--- config.mk ---
export PLATFORM = sky130hd
export DESIGN_NAME = serial_adder_ctrl
export DESIGN_NICKNAME = d
export VERILOG_FILES = /design/src/rtl/serial_adder_ctrl.sv
export SDC_FILE = /design/constraint.sdc
export NUM_CORES = 1
export LEC_CHECK = 0
export BUFFER_PORTS_ARGS = -buffer_cell sky130_fd_sc_hd__clkbuf_2
export CAP_MARGIN = 10
export CORE_UTILIZATION = 45
export CTS_CLUSTER_DIAMETER = 120
export DETAILED_ROUTE_END_ITERATION = 10
export GPL_ROUTABILITY_DRIVEN = 0
export HOLD_SLACK_MARGIN = 0.12
export PLACE_DENSITY = 0.69
export SYNTH_ARGS = -nofsm -noshare
export SYNTH_HDL_FRONTEND = slang
export SYNTH_SLANG_ARGS = --single-unit
export TNS_END_PERCENT = 5
--- constraint.sdc ---
create_clock -name clk -period 1.35 [get_ports clk]
set_input_delay 0.405 -clock clk [delete_from_list [all_inputs] [get_ports clk]]
set_output_delay 0.405 -clock clk [all_outputs]
set_load 0.01 [all_outputs]
--- src/rtl/serial_adder_ctrl.sv ---
// Bit-serial add/subtract sequencer: one full-adder cell, WIDTH cycles, LSB first,
// with valid/ready handshakes on the operand and result sides.
module serial_adder_ctrl #(
    parameter int unsigned WIDTH = 8
) (
    input  logic             clk,
    input  logic             reset_n,
    input  logic             in_valid,
    output logic             in_ready,
    input  logic [WIDTH-1:0] op_a,
    input  logic [WIDTH-1:0] op_b,
    input  logic             carry_in,
    input  logic             sub,
    output logic             out_valid,
    input  logic             out_ready,
    output logic [WIDTH-1:0] result,
    output logic             carry_out,
    output logic             overflow,
    output logic             busy
);

    localparam int unsigned CntW = (WIDTH > 2) ? $clog2(WIDTH) : 1;
    localparam logic [CntW-1:0] CntMsbIn = CntW'(WIDTH - 2);
    localparam logic [CntW-1:0] CntLast  = CntW'(WIDTH - 1);

    typedef enum logic [1:0] {StIdle, StRun, StDone} state_e;

    state_e           r_state;
    state_e           w_state_next;
    logic [WIDTH-1:0] r_a_sh;
    logic [WIDTH-1:0] r_b_sh;
    logic [WIDTH-1:0] r_result;
    logic             r_c;
    logic             r_c_msb_in;
    logic             r_carry_out;
    logic             r_overflow;
    logic [CntW-1:0]  r_count;

    logic w_s;
    logic w_co;
    logic w_p;

    // Single full-adder cell shared across all bit positions.
    assign w_p  = r_a_sh[0] ^ r_b_sh[0];
    assign w_s  = w_p ^ r_c;
    assign w_co = (r_a_sh[0] & r_b_sh[0]) | (r_c & w_p);

    always_ff @(posedge clk) begin
        if (!reset_n) begin
            r_state <= StIdle;
        end else begin
            r_state <= w_state_next;
        end
    end

    always_comb begin
        w_state_next = r_state;
        in_ready     = 1'b0;
        out_valid    = 1'b0;
        busy         = 1'b1;
        unique case (r_state)
            StIdle: begin
                in_ready = 1'b1;
                busy     = 1'b0;
                if (in_valid) begin
                    w_state_next = StRun;
                end
            end
            StRun: begin
                if (r_count == CntLast) begin
                    w_state_next = StDone;
                end
            end
            StDone: begin
                out_valid = 1'b1;
                if (out_ready) begin
                    w_state_next = StIdle;
                end
            end
            default: begin
                w_state_next = StIdle;
            end
        endcase
    end

    always_ff @(posedge clk) begin
        if (!reset_n) begin
            r_a_sh      <= '0;
            r_b_sh      <= '0;
            r_result    <= '0;
            r_c         <= 1'b0;
            r_c_msb_in  <= 1'b0;
            r_carry_out <= 1'b0;
            r_overflow  <= 1'b0;
            r_count     <= '0;
        end else begin
            if (r_state == StIdle && in_valid) begin
                // Subtract is A + ~B + ~borrow_in.
                r_a_sh  <= op_a;
                r_b_sh  <= sub ? ~op_b : op_b;
                r_c     <= carry_in ^ sub;
                r_count <= '0;
            end else if (r_state == StRun) begin
                r_result <= {w_s, r_result[WIDTH-1:1]};
                r_a_sh   <= r_a_sh >> 1;
                r_b_sh   <= r_b_sh >> 1;
                r_c      <= w_co;
                r_count  <= r_count + CntW'(1);
                if (r_count == CntMsbIn) begin
                    r_c_msb_in <= w_co;
                end
                if (r_count == CntLast) begin
                    r_carry_out <= w_co;
                    r_overflow  <= w_co ^ r_c_msb_in;
                end
            end
        end
    end

    assign result    = r_result;
    assign carry_out = r_carry_out;
    assign overflow  = r_overflow;

endmodule

# Word level (Yosys, flattened, before mapping)
# Cells that the tools add are included.
# word_totals
ff_bits,33
inputBits,22
out_inout_bits,13
wordCells,49
# classes
addsub,1
n_eq_ne,7
muxes,14
bitwise_logic,10
n_reduce_logical,8
# op_table
op,n
2-to-1 mux 8 bit,5
AND reduction 3 bit,3
inverter 8 bit,1
== test 3 bit (second input constant),2
2-to-1 mux 2 bit,3
inequality test 2 bit (second input constant),3
case mux 2 bit (3 select lines),1
2-to-1 mux 1 bit,5
bitwise XOR 1 bit,4
adder 3 x 1 -> 3 bit (second input constant),1
AND 1 bit,2
== test 2 x 1 -> 1 bit (second input constant),1
== test 2 bit (second input constant),1
zero test 2 bit,1
inverter 1 bit,2
AND reduction 2 bit,1
nonzero test 2 bit,1
OR reduction 2 bit,1
logical AND 1 bit,1
OR 1 bit,1

# Longest topological paths before layout
# Gate-level depths: netlist of run 1.
# logic_depth
depth_word,5
ltp_mapped,5
depth_no_buf,5

# Worst setup path after synthesis of run 1
# Ideal clock, no wire load.
# synth_timing
path_kind,reg2reg
startpoint,register r_a_sh[0]
endpoint,register r_overflow (netlist: overflow)
setup_ns,0.091
arrival_time_ns,1.148
required_time_ns,1.259
slack_ns,0.111
path_stages_with_launch,4
n_path_buf,0
period_less_slack_ns,1.239
cell_sequence,dfxtp_1 -> fa_1 -> xnor2_1 -> a311oi_1
# synth_via
elab_chain_len,4
word_cells_on_any_way,5
classes_between,bitwise (5)
# synth_lines
item,line_no,source
start: declaration,30,logic [WIDTH-1:0] r_a_sh;
start signal: assignment,99,r_a_sh <= op_a;
start signal: assignment,105,r_a_sh <= r_a_sh >> 1;
bitwise XOR 1 bit,44,assign w_p = r_a_sh[0] ^ r_b_sh[0];
AND 1 bit,46,assign w_co = (r_a_sh[0] & r_b_sh[0]) | (r_c & w_p);
OR 1 bit (*),46,
net w_co,40,logic w_co;
bitwise XOR 1 bit (*),114,r_overflow <= w_co ^ r_c_msb_in;
end signal: assignment,114,
end: declaration,36,logic r_overflow;
# The timed path passes the listed nets; every way through them passes the cells marked *.
# A chain may end at the register's enable or synchronous reset.

# Worst setup path after layout of run 1
# layout_timing
startpoint,register r_state[0]
endpoint,output port out_valid
# layout_via
elab_chain_len,2
# layout_lines
item,line_no,source
start: declaration,28,state_e r_state;
start signal: assignment,50,r_state <= StIdle;
start signal: assignment,52,r_state <= w_state_next;
== test 2 bit,61,unique case (r_state)
2-to-1 mux 1 bit,61,
end: declaration,14,"output logic out_valid,"
# Every way passes these cells.

==> results of run 1 <==
## cells by family after synthesis
logic type	after synthesis	synth area share [%]
simple gates	53	16.6
xor+xnor	11	6.67
buf+inv	16	5.80
flops	33	45.8
fa+ha+maj	4	3.99
compound gates	49	21.2
## repair_timing
item | in CTS | in global routing
setup buffers | 1 | 0
resized for setup | 9 | 5
gates cloned | 0 | 0
endpoints found under the setup margin | 4 | 20
endpoints found under the hold margin | 0 | 0
## per-stage QoR
stage	cells	setup WS [ns]	utilization, %
finish	250	-0.101	59.2
detailed placement	241	-0.0799	54.9
global route	250	-0.168	59.2
floorplan	166	0.111	-
global placement	241	-0.0163	54.9
CTS	250	-0.128	58.8
## flip-flops by register name (all words and copies together) (netlist names)
| signal | count |
|---|---|
| r_c_msb_in | 1 |
| r_state | 2 |
| overflow | 1 |
| carry_out | 1 |
| result | 8 |
| r_count | 3 |
| r_b_sh | 8 |
| r_a_sh | 8 |
| r_c | 1 |
## worst max path at each step
| stage | cells past startpoint | to |
|---|---|---|
| 3_3_place_gp | 4 | r_a_sh[3] |
| 4_1_cts | 3 | out_valid |
| 5_1_grt | 3 | out_valid |
| 3_5_place_dp | 4 | r_a_sh[3] |
| 6_report | 3 | out_valid |
| 2_1_floorplan | 3 | overflow |
## cells in the final DEF, fill, tap and decap left out, types with 2 or more instances in the layout
cell and instances:
nor2_1 12, a221o_1 8, nand3_1 3, dfxtp_1 31, dfxtp_4 2, xnor2_1 10, buf_4 7, o21ai_0 7
buf_6 2, inv_1 4, clkbuf_4 5, nand2_1 28, ha_1 3, a21oi_1 27, a22oi_1 3, clkbuf_2 32
## layout make-up
type / instances / area share [%]
clock buffers: 7 / 3.04
clock inverters: 1 / 1.66
inverters: 5 / 1.04
multi-input cells: 117 / 39.9
flip-flops and latches: 33 / 37.0
well taps: 44 / 3.04
repair buffers: 43 / 14.4
## layer usage
| metal | vias up | track usage (%) | routed length, um |
|---|---|---|---|
| met4 | 0 | 9.52 | 50 |
| met1 | 599 | 23.4 | 1330 |
| met2 | 37 | 33.2 | 1430 |
| met3 | 6 | 7.25 | 151 |
| li1 | 649 | - | - |
| met5 | - | 0 | 0 |
## critical path, delay by kind of cell (launching register included)
kind,cells,cell delay (ns)
buffers and inverters,2,0.23
flip-flops,1,0.36
AND/OR/NAND/NOR,1,0.12
## power breakdown
part	leakage, nW	switching (mW)	internal (mW)
sequential	0.271	0.0320	1.02
combinational	0.424	0.155	0.138
clock	0.0455	0.330	0.442
==> results.yml, run 1 <==
sta:
  slew_viol_final: 0
  period_needed_ns: 1.45
  rsz0062_at_grt: "true"
  hold_slack_ns: 0.308
  timing.final.ws_setup_ns: -0.101
  max_freq_ghz: 0.689
  relSlewSlack_pct: 78.0
  finalSetupTns_ns: -0.358
  hold_viol: 0
  fin_skew_ns: 0.00559
  period_share_pct: 107
  setup_viol: 8
  worst_pin_slew_ns: 0.329
critical_path:
  cpMaxStageDelayCell: "dfxtp_4"
  path_class: "reg2out"
  rrSetupSlack_ns: -0.05
  critPathLaunch: "r_state[0]"
  crit-reg2reg-launch: "r_state[0]"
  r2r_cells: 4
  slowest_delay_ns: 0.36
  crit_chain: "buf_6 -> nor2b_4 -> buf_6"
  cpMostUsedCell: "buf_6"
  crit_fanout: 2
  crit_path_start_kind: "flop"
  crit_required_ns: 0.95
  r2r-end: "r_a_sh[3]"
  cp.arrival_ns: 1.05
  end_kind: "output port"
cts:
  cts-buffers-inserted: 5
  ctsHoldBuffers: 0
  clk_pin_slew_worst_paths_ns: 0.10
  clk_latency_ns: 0.34
  cts_root_buf: "clkbuf_4"
  cts.sinks: 33
  cts_tree: "built"
  cts_buffer_depth: 2
  htreeDepth: 2
grt:
  grt_max_degree: 20
  grt_usage_pct: 20.2
  antenna_found_initial: 0
  grt_pass1_vias: 1244
  grt_pass1_wl_um: 5160
  grt_remaining_overflow: 0
yosys:
  yosysTopAreaCell: "dfxtp_1"
  synth_area_um2: 1440
  yosysSeqAreaShare_pct: 45.8
  synth_edf_count: 0
  synth_most_common_cell: "dfxtp_1"
  synthCells: 166
  synth.area.top_cells: "dfxtp_1 46%, a21oi_1 9.4%, nand2_1 7.3%, xnor2_1 6.1%, a221o_1 5.5%"
  synth_top_area_share_pct: 45.8
  synth_seq_cells: 33
  synth_common_cells: "33 x dfxtp_1, 28 x nand2_1, 27 x a21oi_1"
  syn-num-nets: 192
  synth_ff_type: "dfxtp_1"
  async_reset_ff_share_pct: 0
  ys_types: 31
  ys.warnings.count: 0
  syn_area_per_cell_um2: 8.70
hold_path:
  hp-class: "in2reg"
  worstHoldStart: "op_a[7]"
  worstHoldPathCells: 3
  whs_endpoint: "r_a_sh[7]"
cells_and_area:
  stdcell_area_um2: 1810
  syn2layout_area_growth_pct: 25.2
  seq_area_um2: 668
  drive_gt1_share_pct: 28.6
  antennaDiodeCount: 0
  fillers: 298
  fin_nets: 231
  multi_input_area_um2: 721
placed_design:
  hpwl_um: 2090
  dpl_cell_area_um2: 1680
  io_buffers: 34
floorplan:
  die_area_um2: 3440
  design.portCount: 35
  die_x_um: 58.6
  row_count: 20
  core_area_um2: 3050
  die_h_um: 58.6
  initial_core_util_pct: 47.3
flow_run:
  cap_viol_max_count: 0
detailed_routing:
  vias: 1291
  vias_per_cell: 5.16
  drt_iter0_markers: 48
  wirelength_um: 2960
  wl_per_cell_um: 11.8
  detailedRoute.firstPassIterationCount: 4
  drc: 0
  ant_nets: 0
pwr:
  peakVddDrop_v: 0.000573
  powerDensity_nw_per_um2: 1170
  total_power_mw: 2.12
  leakagePower_nw: 0.740
status:
  status: "complete, but fails checks"
  violations: "negative setup slack"
No activity file was read; power rests on OpenSTA's default activity.
==> run 2: changes to the inputs <==
ABC_CLOCK_PERIOD_IN_PS = 1350   (was unset)
MAX_ROUTING_LAYER = met4   (was unset)
==> run 2 against run 1 <==
The run still ends with negative setup slack left. Combinational power barely moved. Setup slack got worse by 0.0022 ns. Routed wire length rose by 0.17%. Utilization did not move. Non-clock buffer count did not move. Worst hold slack got worse by 0.0022 ns. Design area did not move. Sequential share of layout area did not move. Critical endpoint unchanged.
==> results.yml, run 2 (same netlist as run 1, synthesis figures left out) <==
status:
  status: "complete, but fails checks"
  violations: "negative setup slack"
floorplan:
  initial_core_util_pct: 47.3
  die_h_um: 58.6
  core_area_um2: 3050
  die_area_um2: 3440
  row_count: 20
  die_x_um: 58.6
  design.portCount: 35
detailed_routing:
  wl_per_cell_um: 11.9
  vias_per_cell: 5.17
  ant_nets: 0
  drt_iter0_markers: 47
  drc: 0
  detailedRoute.firstPassIterationCount: 4
  wirelength_um: 2960
  vias: 1292
sta:
  fin_skew_ns: 0.00554
  timing.final.ws_setup_ns: -0.103
  period_needed_ns: 1.45
  hold_viol: 0
  max_freq_ghz: 0.688
  worst_pin_slew_ns: 0.329
  rsz0062_at_grt: "true"
  slew_viol_final: 0
  period_share_pct: 108
  relSlewSlack_pct: 78.0
  setup_viol: 8
cells_and_area:
  drive_gt1_share_pct: 28.6
  stdcell_area_um2: 1810
  syn2layout_area_growth_pct: 25.2
  antennaDiodeCount: 0
  fin_nets: 231
  layout_commonest_cell: "clkbuf_2"
  final_cell_mix: "32 x clkbuf_2, 31 x dfxtp_1, 28 x nand2_1"
  fin_util_pct: 59.2
  stdcell_count: 250
critical_path:
  crit_fanout: 2
  path_class: "reg2out"
  crit_required_ns: 0.95
  critPathLaunch: "r_state[0]"
  crit_path_start_kind: "flop"
  crit-reg2reg-launch: "r_state[0]"
  cp.arrival_ns: 1.05
  r2r_cells: 4
  end_kind: "output port"
grt:
  grt_pass1_wl_um: 5160
  grt_pass1_vias: 1245
  antenna_found_initial: 0
  grt_usage_pct: 20.8
  grt_max_degree: 20
  grt_remaining_overflow: 0
pwr:
  powerDensity_nw_per_um2: 1170
  total_power_mw: 2.12
  leakagePower_nw: 0.740
  peakVddDrop_v: 0.000573
cts:
  cts_root_buf: "clkbuf_4"
  cts_buffer_depth: 2
  cts-buffers-inserted: 5
  clk_pin_slew_worst_paths_ns: 0.10
  ctsHoldBuffers: 0
  clk_latency_ns: 0.34
  htreeDepth: 2
  cts_tree: "built"
  cts.sinks: 33
placed_design:
  dpl_cell_area_um2: 1680
  io_buffers: 34
  hpwl_um: 2090
  place_inst: 241
flow_run:
  cap_viol_max_count: 0
hold_path:
  worstHoldStart: "op_a[7]"
  hp-class: "in2reg"
  worstHoldPathCells: 3
run 2: cell counts in the layout (fill, tap and decap cells not counted):
Identical to the previous run, type by type.
run 2: layer usage:
layer  global-route usage, %  wire length, um  vias up
li1                        -                -      649
met1                    23.4             1330      600
met2                    33.2             1430       37
met3                    7.25              154        6
met4                    9.52               48        0
met5                       -                0        -
run 2: through the flow:
step	setup TNS [ns]	setup slack (ns)	hold slack (ns)
2_1_floorplan	0	0.111	0.430
3_3_place_gp	-0.0620	-0.0163	0.433
3_5_place_dp	-0.358	-0.0799	0.449
4_1_cts	-0.483	-0.128	0.302
5_1_grt	-1.45	-0.168	0.294
6_report	-0.365	-0.103	0.306
run 2: critical path, stage by stage, from the launching register on:
cell and delay, ns:
dfxtp_4 0.36, buf_6 0.12, nor2b_4 0.12, buf_6 0.11
run 2: report_power, final:
part / internal [mW] / switching (mW)
sequential: 1.02 / 0.0320
combinational: 0.138 / 0.155
clock: 0.442 / 0.332
run 2: worst paths after layout:
kind | to | slack, ns
worst max-delay path | out_valid | -0.10
worst min-delay path | r_a_sh[7] | 0.31
worst min register to register | result[0] | 0.46
worst max register to register | r_a_sh[3] | -0.05
run 2: what timing repair did:
action                     4_1_cts  5_1_grt
setup buffers                    1        0
resized for setup                9        5
setup endpoints to repair        4       20
run 2: layout make-up:
type / count / area (um2)
fill: 298 / 1240
multi-input combinational: 117 / 721
sequential: 33 / 668
timing repair buffer: 43 / 260
clock buffer: 7 / 55.1
tap: 44 / 55.1
clock inverter: 1 / 30.0
inverter: 5 / 18.8
==> run 3: changes to the inputs <==
ABC_CLOCK_PERIOD_IN_PS = 1300   (was 1350)
MAX_ROUTING_LAYER = unset   (was met4)
PLACE_DENSITY = 0.72   (was 0.69)
clock period = 1.3 ns   (was 1.35 ns; I/O delays follow)
==> run 3 against run 2 <==
The run still ends with negative setup slack left. Via count is the same. Flip-flop and latch count is the same. Power decreased by 3.1%. Global-route usage decreased by 2.2 points. Routed wire length down 1.2%. Register-to-register slack improved by 0.10 ns. Combinational power increased by 6.8%. First-iteration DRC count is 4.3% higher. Critical endpoint unchanged. Largest cell class unchanged.
==> results.yml, run 3 (same netlist as run 1, synthesis figures left out) <==
cells_and_area:
  drive_gt1_share_pct: 31.7
  fin_util_pct: 59.3
  stdcell_count: 252
  syn2layout_area_growth_pct: 25.5
  final_cell_mix: "31 x dfxtp_1, 31 x clkbuf_2, 28 x nand2_1"
  antennaDiodeCount: 0
  fin_nets: 233
detailed_routing:
  wirelength_um: 2930
  drt_iter0_markers: 49
  ant_nets: 0
  detailedRoute.firstPassIterationCount: 4
  drc: 0
  vias_per_cell: 5.13
  wl_per_cell_um: 11.6
  vias: 1292
grt:
  antenna_found_initial: 0
  grt_pass1_wl_um: 4730
  grt_usage_pct: 18.6
  grt_remaining_overflow: 0
  grt_pass1_vias: 1131
  grt_max_degree: 20
cts:
  cts-buffers-inserted: 5
  cts_tree: "built"
  clk_latency_ns: 0.33
  clk_pin_slew_worst_paths_ns: 0.10
  cts_buffer_depth: 2
  cts.sinks: 33
  cts_root_buf: "clkbuf_4"
  htreeDepth: 2
critical_path:
  crit_fanout: 8
  path_class: "reg2out"
  end_kind: "output port"
  cp.arrival_ns: 1.04
  crit_required_ns: 0.91
  crit_path_start_kind: "flop"
sta:
  relSlewSlack_pct: 78.7
  max_freq_ghz: 0.697
  fin_skew_ns: 0.00662
  hold_viol: 0
  period_needed_ns: 1.43
  worst_pin_slew_ns: 0.319
  finalSetupTns_ns: -0.387
  rsz0062_at_grt: "true"
  period_share_pct: 110
  hold_slack_ns: 0.302
  timing.final.ws_setup_ns: -0.135
  slew_viol_final: 0
  setup_viol: 3
flow_run:
  cap_viol_max_count: 0
placed_design:
  place_inst: 243
  hpwl_um: 2160
  io_buffers: 34
  pre_cts_slack_ns: -0.0976
floorplan:
  core_area_um2: 3050
  design.portCount: 35
  die_h_um: 58.6
  initial_core_util_pct: 47.3
  die_x_um: 58.6
  die_area_um2: 3440
  row_count: 20
status:
  violations: "negative setup slack"
  status: "complete, but fails checks"
pwr:
  peakVddDrop_v: 0.000717
  powerDensity_nw_per_um2: 1140
  leakagePower_nw: 0.739
hold_path:
  hp-class: "in2reg"
[run 3: changes by cell type in the layout (fill, tap and decap cells not counted), sizes merged]
cell / change
buf: +3
clkbuf: -1
bufinv: -1
clkinv: +1
[run 3: layer usage]
metal / vias to the layer above / GRT usage [%] / share of wire, %
met2: 44 / 31.2 / 49
li1: 655 / - / -
met3: 4 / 4.18 / 5.6
met1: 589 / 21.9 / 44
met4: 0 / 10.5 / 1.4
met5: - / 0 / 0
[run 3: worst max-delay path: stages, from the launching register on]
cell and delay, ns:
dfxtp_4 0.43, nor2b_4 0.18, buf_6 0.11
[run 3: final timing paths]
path | slack, ns | startpoint | cells past startpoint | to
setup / recovery | -0.13 | r_state[1] | 2 | out_valid
hold / removal | 0.30 | op_a[7] | 3 | r_a_sh[7]
setup reg to reg | 0.05 | r_state[0] | 4 | r_a_sh[3]
hold reg to reg | 0.46 | result[0] | 2 | result[0]
[run 3: what timing repair did]
item / in CTS / in global routing
resized for setup: 10 / 17
setup buffers: 1 / 0
hold buffers: 0 / 0
endpoints found under the setup margin: 9 / 24
pin swaps: 1 / 1
[run 3: final cells by class]
type	count	area, um2
Clock inverter	1	5.00
Timing Repair Buffer	45	273
Clock buffer	7	65.1
Sequential cell	33	668
Fill cell	298	1240
Tap cell	44	55.1
Multi-Input combinational cell	117	727
Inverter	5	18.8
[run 3: metrics by stage]
step	power [mW]	area, um2
floorplan	1.32	1440
global placement	1.40	1680
detailed placement	1.41	1680
CTS	2.07	1790
global route	2.16	1810
finish	2.06	1810
[run 3: power by group]
group | internal [mW] | switching, mW | total [mW]
Clock | 0.313 | 0.334 | 0.647
Combinational | 0.152 | 0.163 | 0.314
Sequential | 1.06 | 0.0331 | 1.10
